**src/rtl/game_dumper.sv**
```systemverilog
// ---------------------------------------------------------------------------
// game_dumper
//
// Streams a loaded game out of cartridge RAM as an iNES image: a 16-byte
// header synthesized from the loader's mapper_flags word, then the PRG region
// (base 0), then the CHR region (base 22'h200000, skipped for CHR-RAM games).
//
// Optional build macro: GAME_DUMPER_NES2_EN
//   defined   -> header byte 7 carries the NES 2.0 identifier ({hi, 4'b1000})
//   undefined -> plain iNES byte 7 ({hi, 4'b0000})
//
// Ports:
//   clk            system clock
//   reset          asynchronous active-high reset
//   start          one-cycle start pulse, honoured only when idle or done
//   mapper_flags   [3:0] mapper lo, [7:4] mapper hi, [10:8] prg_size,
//                  [13:11] chr_size, [14] mirroring, [15] has_chr_ram
//   mem_addr       memory read address
//   mem_read       one-cycle read request
//   mem_rvalid     read data valid (>=1 cycle after mem_read)
//   mem_data       read data
//   outdata        stream byte
//   outdata_valid  stream byte available
//   outdata_ready  sink accepts (transfer on valid && ready)
//   busy           dump in progress (header / PRG / CHR)
//   done           last byte transferred; cleared by the next accepted start
// ---------------------------------------------------------------------------
module game_dumper #(
    parameter int ADDR_W = 22
) (
    input  logic              clk,
    input  logic              reset,
    input  logic              start,
    input  logic [31:0]       mapper_flags,
    output logic [ADDR_W-1:0] mem_addr,
    output logic              mem_read,
    input  logic              mem_rvalid,
    input  logic [7:0]        mem_data,
    output logic [7:0]        outdata,
    output logic              outdata_valid,
    input  logic              outdata_ready,
    output logic              busy,
    output logic              done
);

    localparam logic [ADDR_W-1:0] CHR_BASE = ADDR_W'(32'h0020_0000);

`ifdef GAME_DUMPER_NES2_EN
    localparam logic [3:0] HDR7_LO = 4'b1000;
`else
    localparam logic [3:0] HDR7_LO = 4'b0000;
`endif

    typedef enum logic [2:0] {
        S_IDLE,
        S_HEADER,
        S_PRG,
        S_CHR,
        S_DONE
    } state_t;

    state_t              r_state;
    logic [15:0]         r_flags;
    logic [3:0]          r_hdr_idx;
    logic [ADDR_W-1:0]   r_addr;
    logic [ADDR_W-1:0]   r_bytes_left;
    logic [7:0]          r_outdata;
    logic                r_valid;
    logic                r_pending;
    logic                r_done;

    state_t              w_state_next;
    logic [15:0]         w_flags_next;
    logic [3:0]          w_hdr_idx_next;
    logic [ADDR_W-1:0]   w_addr_next;
    logic [ADDR_W-1:0]   w_bytes_left_next;
    logic [7:0]          w_outdata_next;
    logic                w_valid_next;
    logic                w_pending_next;
    logic                w_done_next;

    logic                w_xfer;
    logic                w_fetch;
    logic                w_start_ok;
    logic [ADDR_W-1:0]   w_prg_len;
    logic [ADDR_W-1:0]   w_chr_len;

    // Only the low half of the flags word carries header/layout information.
    logic                w_unused_flags;
    assign w_unused_flags = ^mapper_flags[31:16];

    // Header byte for a given index, built from a flags word.
    function automatic logic [7:0] hdr_byte(input logic [3:0] idx, input logic [15:0] f);
        logic [7:0] b;
        b = 8'h00;
        case (idx)
            4'd0:    b = 8'h4E;
            4'd1:    b = 8'h45;
            4'd2:    b = 8'h53;
            4'd3:    b = 8'h1A;
            4'd4:    b = 8'd1 << f[10:8];
            4'd5:    b = f[15] ? 8'h00 : (8'd1 << f[13:11]);
            4'd6:    b = {f[3:0], 3'b000, f[14]};
            4'd7:    b = {f[7:4], HDR7_LO};
            default: b = 8'h00;
        endcase
        return b;
    endfunction

    assign w_prg_len  = ADDR_W'(32'd16384 << r_flags[10:8]);
    assign w_chr_len  = ADDR_W'(32'd8192 << r_flags[13:11]);
    assign w_xfer     = r_valid && outdata_ready;
    assign w_start_ok = start && ((r_state == S_IDLE) || (r_state == S_DONE));

    // A read goes out only with the output slot empty and nothing in flight,
    // which keeps exactly one byte between memory and the sink.
    assign w_fetch = ((r_state == S_PRG) || (r_state == S_CHR)) &&
                     !r_pending && !r_valid && (r_bytes_left != '0);

    always_comb begin
        w_state_next      = r_state;
        w_flags_next      = r_flags;
        w_hdr_idx_next    = r_hdr_idx;
        w_addr_next       = r_addr;
        w_bytes_left_next = r_bytes_left;
        w_outdata_next    = r_outdata;
        w_valid_next      = r_valid;
        w_pending_next    = r_pending;
        w_done_next       = r_done;

        case (r_state)
            S_IDLE, S_DONE: begin
                if (w_start_ok) begin
                    // Byte 0 is presented straight away so it is valid the
                    // cycle after start.
                    w_flags_next   = mapper_flags[15:0];
                    w_done_next    = 1'b0;
                    w_hdr_idx_next = 4'd0;
                    w_outdata_next = hdr_byte(4'd0, mapper_flags[15:0]);
                    w_valid_next   = 1'b1;
                    w_state_next   = S_HEADER;
                end
            end

            S_HEADER: begin
                if (w_xfer) begin
                    if (r_hdr_idx == 4'd15) begin
                        w_valid_next      = 1'b0;
                        w_addr_next       = '0;
                        w_bytes_left_next = w_prg_len;
                        w_state_next      = S_PRG;
                    end else begin
                        w_hdr_idx_next = r_hdr_idx + 4'd1;
                        w_outdata_next = hdr_byte(r_hdr_idx + 4'd1, r_flags);
                    end
                end
            end

            S_PRG, S_CHR: begin
                if (w_fetch) begin
                    w_pending_next = 1'b1;
                end
                // Responses with nothing in flight are stray and dropped.
                if (r_pending && mem_rvalid) begin
                    w_outdata_next    = mem_data;
                    w_valid_next      = 1'b1;
                    w_addr_next       = r_addr + 1'b1;
                    w_bytes_left_next = r_bytes_left - 1'b1;
                    w_pending_next    = 1'b0;
                end
                if (w_xfer) begin
                    w_valid_next = 1'b0;
                    // bytes_left already counted this byte when it was loaded.
                    if (r_bytes_left == '0) begin
                        if ((r_state == S_PRG) && !r_flags[15]) begin
                            w_addr_next       = CHR_BASE;
                            w_bytes_left_next = w_chr_len;
                            w_state_next      = S_CHR;
                        end else begin
                            w_done_next  = 1'b1;
                            w_state_next = S_DONE;
                        end
                    end
                end
            end

            default: begin
                w_state_next = S_IDLE;
            end
        endcase
    end

    always_ff @(posedge clk or posedge reset) begin
        if (reset) begin
            r_state      <= S_IDLE;
            r_flags      <= '0;
            r_hdr_idx    <= '0;
            r_addr       <= '0;
            r_bytes_left <= '0;
            r_outdata    <= '0;
            r_valid      <= 1'b0;
            r_pending    <= 1'b0;
            r_done       <= 1'b0;
        end else begin
            r_state      <= w_state_next;
            r_flags      <= w_flags_next;
            r_hdr_idx    <= w_hdr_idx_next;
            r_addr       <= w_addr_next;
            r_bytes_left <= w_bytes_left_next;
            r_outdata    <= w_outdata_next;
            r_valid      <= w_valid_next;
            r_pending    <= w_pending_next;
            r_done       <= w_done_next;
        end
    end

    assign mem_addr      = r_addr;
    assign mem_read      = w_fetch;
    assign outdata       = r_outdata;
    assign outdata_valid = r_valid;
    assign busy          = (r_state == S_HEADER) || (r_state == S_PRG) || (r_state == S_CHR);
    assign done          = r_done;

endmodule

```
**config.mk**
```make
export PLATFORM = sky130hd
export DESIGN_NAME = game_dumper
export DESIGN_NICKNAME = d
export VERILOG_FILES = /design/src/rtl/game_dumper.sv
export SDC_FILE = /design/constraint.sdc
export NUM_CORES = 1
export LEC_CHECK = 0
export ABC_AREA = 1
export CORE_UTILIZATION = 50
export CTS_CLUSTER_DIAMETER = 40
export DETAILED_ROUTE_END_ITERATION = 10
export PLACE_DENSITY = 0.75
export SETUP_SLACK_MARGIN = 0.2
export SKIP_LAST_GASP = 1
export SYNTH_ARGS = -nofsm -noshare
export SYNTH_HDL_FRONTEND = slang
export SYNTH_SLANG_ARGS = --single-unit
```
**constraint.sdc**
```tcl
create_clock -name clk -period 5.1 [get_ports clk]
set_input_delay 0.765 -clock clk [delete_from_list [all_inputs] [get_ports clk]]
set_output_delay 0.765 -clock clk [all_outputs]
set_load 0.005 [all_outputs]
```
==> results of run 1 <==
-- per-layer routing --
metal,share of wire (%),up-vias,global-route usage (%)
met3,4.8,25,5.107
met2,48,146,44.64
met4,1.7,0,9.588
li1,-,2374,-
met5,0,-,0
met1,45,2231,32.30
-- cell type report --
class / instances / area [um2]
clock inverters: 3 / 18.77
flip-flops and latches: 78 / 1952
inverters: 86 / 325.3
repair buffers: 64 / 635.6
fillers: 892 / 3576
clock buffers: 13 / 158.9
multi-input cells: 527 / 2544
well taps: 129 / 161.4
-- sequential cells by signal, summed over array words and instances (netlist names) --
| signal | cells |
|---|---|
| r_flags | 16 |
| r_hdr_idx | 4 |
| done | 1 |
| r_pending | 1 |
| outdata_valid | 1 |
| mem_addr | 22 |
| r_state | 3 |
| outdata | 8 |
| r_bytes_left | 22 |
-- power groups by stage --
| stage | Combinational, mW | Clock [mW] | Sequential, mW |
|---|---|---|---|
| 6_report | 1.50 | 0.432 | 0.991 |
| 5_1_grt | 1.71 | 0.468 | 1.02 |
| 4_1_cts | 1.50 | 0.446 | 0.988 |
| 3_5_place_dp | 1.49 | 0 | 0.994 |
| 3_3_place_gp | 1.44 | 0 | 0.991 |
| 2_1_floorplan | 1.16 | 0 | 0.946 |
-- synthesized netlist by cell type, types with 2 or more instances --
cell type	count
nand2_4	4
o211ai_1	2
inv_1	78
buf_6	3
or2_2	5
nor3_1	29
clkbuf_1	4
nor2_1	102
a21oi_1	24
buf_4	2
nor2_2	3
ha_1	8
nand2_1	202
buf_2	3
clkinv_1	2
xnor2_1	2
inv_2	5
nand2_2	3
o21ai_0	32
nand4_1	17
nand3b_1	2
xor2_1	17
nor2_4	5
o22ai_1	3
nand3_1	55
dfrtp_1	78
-- logic make-up after synthesis --
kind of cell	count (synthesis)	share of synthesized area [%]
buffers and inverters	99	8.505
flip-flops	78	39.72
multiplexers	1	0.2037
AND/OR/NAND/NOR	432	38.71
adder cells (fa/ha/maj)	8	2.037
AO/OA/AOI/OAI	66	7.105
XOR/XNOR	20	3.718
-- final timing paths --
path                       startpoint               end  slack, ns  cells after the start
setup / recovery           r_state[1]          mem_read       2.05                      7
hold / removal             r_flags[4]        r_flags[4]       0.49                      2
setup reg to reg           r_state[1]      mem_addr[16]       2.23                      7
hold reg to reg            r_flags[4]        r_flags[4]       0.49                      2
max in group asynchronous       reset   r_bytes_left[8]       3.17                      3
min in group asynchronous       reset  r_bytes_left[19]       0.95                      2
-- worst register-to-register path, cell delays in order, from the launching register on --
cell     delay, ns
dfrtp_1       0.53
nor3_4        0.51
nand2_1       0.21
nand3_2       0.58
inv_2         0.35
nand2_4       0.27
inv_4         0.14
nor3_1        0.19
==> impl_metrics.json, run 1 <==
{
  "num_vias": 4776,
  "setup_ws_ns": 2.048,
  "n_antenna_cell": 0,
  "tightest_slew_ns": 0.9674,
  "finalCoreUtilization_pct": 61.84,
  "setup_violations": 0,
  "drc": 0,
  "syn_avg_cell_area_um2": 6.979,
  "yosysUniqueCellTypes": 40,
  "synth.cell_area_mm2": 0.004913,
  "dieArea_mm2": 0.01023,
  "crit_chain": "nand2_4 -> inv_2 -> nand2_1 -> inv_1 -> nand3_1 -> inv_1 -> clkdlybuf4s50_1",
  "ioPinCount": 79,
  "p_total_mw": 2.922,
  "cts_resized": 0,
  "p_seq_share_pct": 33.9,
  "required_ns": 4.34,
  "grt_pass1_wl_mm": 20.81,
  "finalCriticalPeriod_ns": 3.052,
  "layout.nets": 819,
  "synth_cells": 704,
  "cts_tree": "built",
  "grt_overflow_total": 0,
  "p_int_mw": 1.511,
  "pwr-share-clk_pct": 14.8,
  "cts_num_sinks": 78,
  "placed_cell_area_mm2": 0.005618,
  "crit_path_top_delay_cell": "dfrtp_1",
  "crit_path_max_fanout": 24,
  "initial_utilization_pct": 52.43,
  "crit_path_max_incr_delay_ns": 0.59,
  "slew_viol_final": 0,
  "core_area_mm2": 0.009371,
  "final_cells": 900,
  "cts_max_level": 3,
  "fin_area_mm2": 0.005796,
  "grt_pass1_vias": 4574,
  "grtUsageTotal_pct": 25.91,
  "die_y_um": 101.1,
  "synth_top_area_share_pct": 39.72,
  "place_ws_ns": 1.770,
  "cp_num_buf_inv": 4,
  "holdWs_ns": 0.4868,
  "layout-drive-gt1-share_pct": 6.226,
  "ant_nets": 0,
  "cp_common_cell": "inv_1",
  "hp-class": "register to register",
  "post-dp-hpwl_mm": 9.061,
  "cpLargestDelayFamily": "buffers and inverters",
  "power_leakage_nw": 2.824,
  "grt_setup_unrepaired": "false",
  "swShare_pct": 48.28,
  "grt_max_degree": 47,
  "grt_antenna_before_repair": 0,
  "fin_crit_sh_pct": 59.85,
  "drtIter0Drc": 220,
  "synth.area.top_cells": "dfrtp_1 (40%), nand2_1 (15%), nor2_1 (7.8%)",
  "tns_ns": 0,
  "clock.fmax_ghz": 0.3276,
  "async_reset_ff_share_pct": 100.0,
  "synth_seq_cells": 78,
  "area_growth_pct": 17.95,
  "layout_commonest_cell": "nand2_1",
  "root_buffer": "clkbuf_8",
  "synth-edff-count": 0,
  "layout_common_cells": "nand2_1 (202), nor2_1 (102), dfrtp_1 (78)",
  "wl_mm": 12.35,
  "clk_latency_ns": 0.36,
  "power.switching_mw": 1.411,
  "dr.pass1.iters": 5,
  "hold_violations": 0,
  "p_per_area_mw_per_mm2": 504.3,
  "status": "completed",
  "clock_skew_ns": 0.01454,
  "fp-row-count": 35,
  "post_cts_buffers": 0,
  "power_frac_comb_pct": 51.3,
  "clk_path_buf_depth": 2,
  "cts_buffers": 9,
  "peakVddDrop_uv": 306.2,
  "drt-wirelength-per-cell_um": 13.72,
  "cp-end-kind": "output port",
  "die_x_um": 101.1,
  "viasPerCell": 5.307,
  "portBuffers": 62,
  "clk_pin_slew_worst_paths_ns": 0.08,
  "yosysTopAreaCell": "dfrtp_1",
  "yosys_warnings": 0,
  "placed_cells": 884,
  "ys.flop_type": "dfrtp_1",
  "critPathKind": "register to output port",
  "start_kind": "register",
  "syn-num-nets": 757,
  "globalplace.congestion": 0.9108,
  "cts_hold_buffers": 0,
  "max_cap_violations": 0,
  "crit_arrival_ns": 2.29,
  "slew_headroom_pct": 35.41,
  "seq_area_frac_synth_pct": 39.72
}
Note: power is estimated with default switching activity, not from simulation.
==> inputs of run 2 (changes only) <==
--- a/config.mk
+++ b/config.mk
@@ -6,10 +6,10 @@
 export NUM_CORES = 1
 export LEC_CHECK = 0
 export ABC_AREA = 1
-export CORE_UTILIZATION = 50
+export CORE_UTILIZATION = 49
 export CTS_CLUSTER_DIAMETER = 40
 export DETAILED_ROUTE_END_ITERATION = 10
-export PLACE_DENSITY = 0.75
+export PLACE_DENSITY = 0.77
 export SETUP_SLACK_MARGIN = 0.2
 export SKIP_LAST_GASP = 1
 export SYNTH_ARGS = -nofsm -noshare
==> constraint.sdc (replaced) <==
create_clock -name clk -period 2.73 [get_ports clk]
set_input_delay 0.4095 -clock clk [delete_from_list [all_inputs] [get_ports clk]]
set_output_delay 0.4095 -clock clk [all_outputs]
set_load 0.005 [all_outputs]
==> impl_metrics.json, run 2 (synthesis results as in run 1) <==
{
  "status": "completed",
  "grt_max_degree": 36,
  "drc": 0,
  "cts_num_sinks": 78,
  "drtIter0Drc": 184,
  "dr.pass1.iters": 4,
  "slew_viol_final": 0,
  "tns_ns": 0,
  "crit_path_max_fanout": 8,
  "start_kind": "register",
  "grt_pass1_vias": 4590,
  "die_y_um": 102.1,
  "drt-wirelength-per-cell_um": 13.39,
  "critPathKind": "register to output port",
  "hp-class": "input port to async pin",
  "cp_num_buf_inv": 3,
  "peakVddDrop_uv": 618.3,
  "grt_antenna_before_repair": 0,
  "clk_path_buf_depth": 2,
  "area_growth_pct": 21.19,
  "finalCoreUtilization_pct": 61.20,
  "place_ws_ns": 0.4277,
  "layout-drive-gt1-share_pct": 8.237,
  "nFillCells": 917,
  "post-dp-hpwl_mm": 9.217,
  "post_cts_buffers": 0,
  "layout_commonest_cell": "nand2_1",
  "fp-row-count": 36,
  "clk_pin_slew_worst_paths_ns": 0.09,
  "p_per_area_mw_per_mm2": 974.8,
  "setup_ws_ns": 0.4980,
  "core_area_mm2": 0.009729,
  "portBuffers": 62,
  "ant_nets": 0,
  "clock_skew_ns": 0.01705,
  "hold_violations": 0,
  "wl_mm": 12.19,
  "tightest_slew_ns": 0.5131,
  "multi_input_area_mm2": 0.002561,
  "holdWs_ns": 0.3877,
  "grt_overflow_total": 0,
  "cp-end-kind": "output port",
  "placed_cell_area_mm2": 0.005688,
  "clock.fmax_ghz": 0.4480,
  "crit_arrival_ns": 1.82,
  "clk_latency_ns": 0.36,
  "fin_area_mm2": 0.005954,
  "crit_path_top_delay_cell": "dfrtp_1",
  "cts_tree": "built",
  "root_buffer": "clkbuf_8",
  "setup_violations": 0,
  "power_leakage_nw": 2.909,
  "initial_utilization_pct": 50.50,
  "globalplace.congestion": 0.9084,
  "cts_buffers": 9,
  "ff_latch_area_mm2": 0.001953,
  "required_ns": 2.32,
  "grt_setup_unrepaired": "false",
  "die_x_um": 102.1,
  "ioPinCount": 79,
  "dieArea_mm2": 0.01043,
  "viasPerCell": 5.195,
  "slew_headroom_pct": 65.77,
  "grtUsageTotal_pct": 24.68,
  "max_cap_violations": 0,
  "layout_common_cells": "nand2_1 (201), nor2_1 (99), dfrtp_1 (77)",
  "cts_max_level": 3,
  "crit_chain": "inv_2 -> nand2_4 -> nand2_1 -> clkinv_1 -> clkdlybuf4s50_1",
  "fin_crit_sh_pct": 81.76,
  "crit_path_max_incr_delay_ns": 0.60,
  "n_antenna_cell": 0,
  "finalCriticalPeriod_ns": 2.232,
  "grt_pass1_wl_mm": 20.29,
  "num_vias": 4727,
  "layout.nets": 826,
  "cpLargestDelayFamily": "buffers and inverters"
}
==> run 2: per-stage QoR <==
stage          power, mW  cells
2_1_floorplan      3.928    704
3_3_place_gp       4.612    895
3_5_place_dp       4.717    895
4_1_cts            5.812    910
5_1_grt            6.297    910
6_report           5.805    910
==> run 2: final cells by class <==
class,count,share of cell area (%)
clock buffers,10,2.311
clock inverters,5,1.807
inverters,86,5.463
multi-input cells,527,43.01
flip-flops and latches,78,32.80
well taps,133,2.795
repair buffers,71,11.81
==> run 2: power breakdown <==
group | total [mW] | switching [mW] | internal [mW] | leakage, nW
sequential | 1.86 | 0.349 | 1.51 | 1.02
combinational | 2.88 | 1.87 | 1.01 | 1.77
clock | 1.06 | 0.434 | 0.631 | 0.123
==> run 2: worst paths after layout <==
| check | start | endpoint | slack [ns] | cells after the start |
|---|---|---|---|---|
| max | r_state[1] | busy | 0.50 | 5 |
| min | reset | outdata[2] | 0.39 | 2 |
| max reg2reg | r_hdr_idx[0] | mem_addr[9] | 0.52 | 10 |
| min reg2reg | done | done | 0.48 | 2 |
| max in group asynchronous | reset | r_flags[9] | 1.77 | 3 |
| min in group clk | done | done | 0.48 | 2 |
==> run 2: metal layers <==
metal	vias up	share of wire [%]	GRT usage [%]
met2	99	49	42.75
met4	0	2.2	8.462
met1	2224	45	30.54
met5	-	0	0
li1	2380	-	-
met3	24	4.0	5.130
==> run 2: repair_timing <==
action / 4_1_cts / 5_1_grt
gates resized for setup: 3 / 6
setup endpoints to repair: 1 / 1
hold buffers: 0 / 0
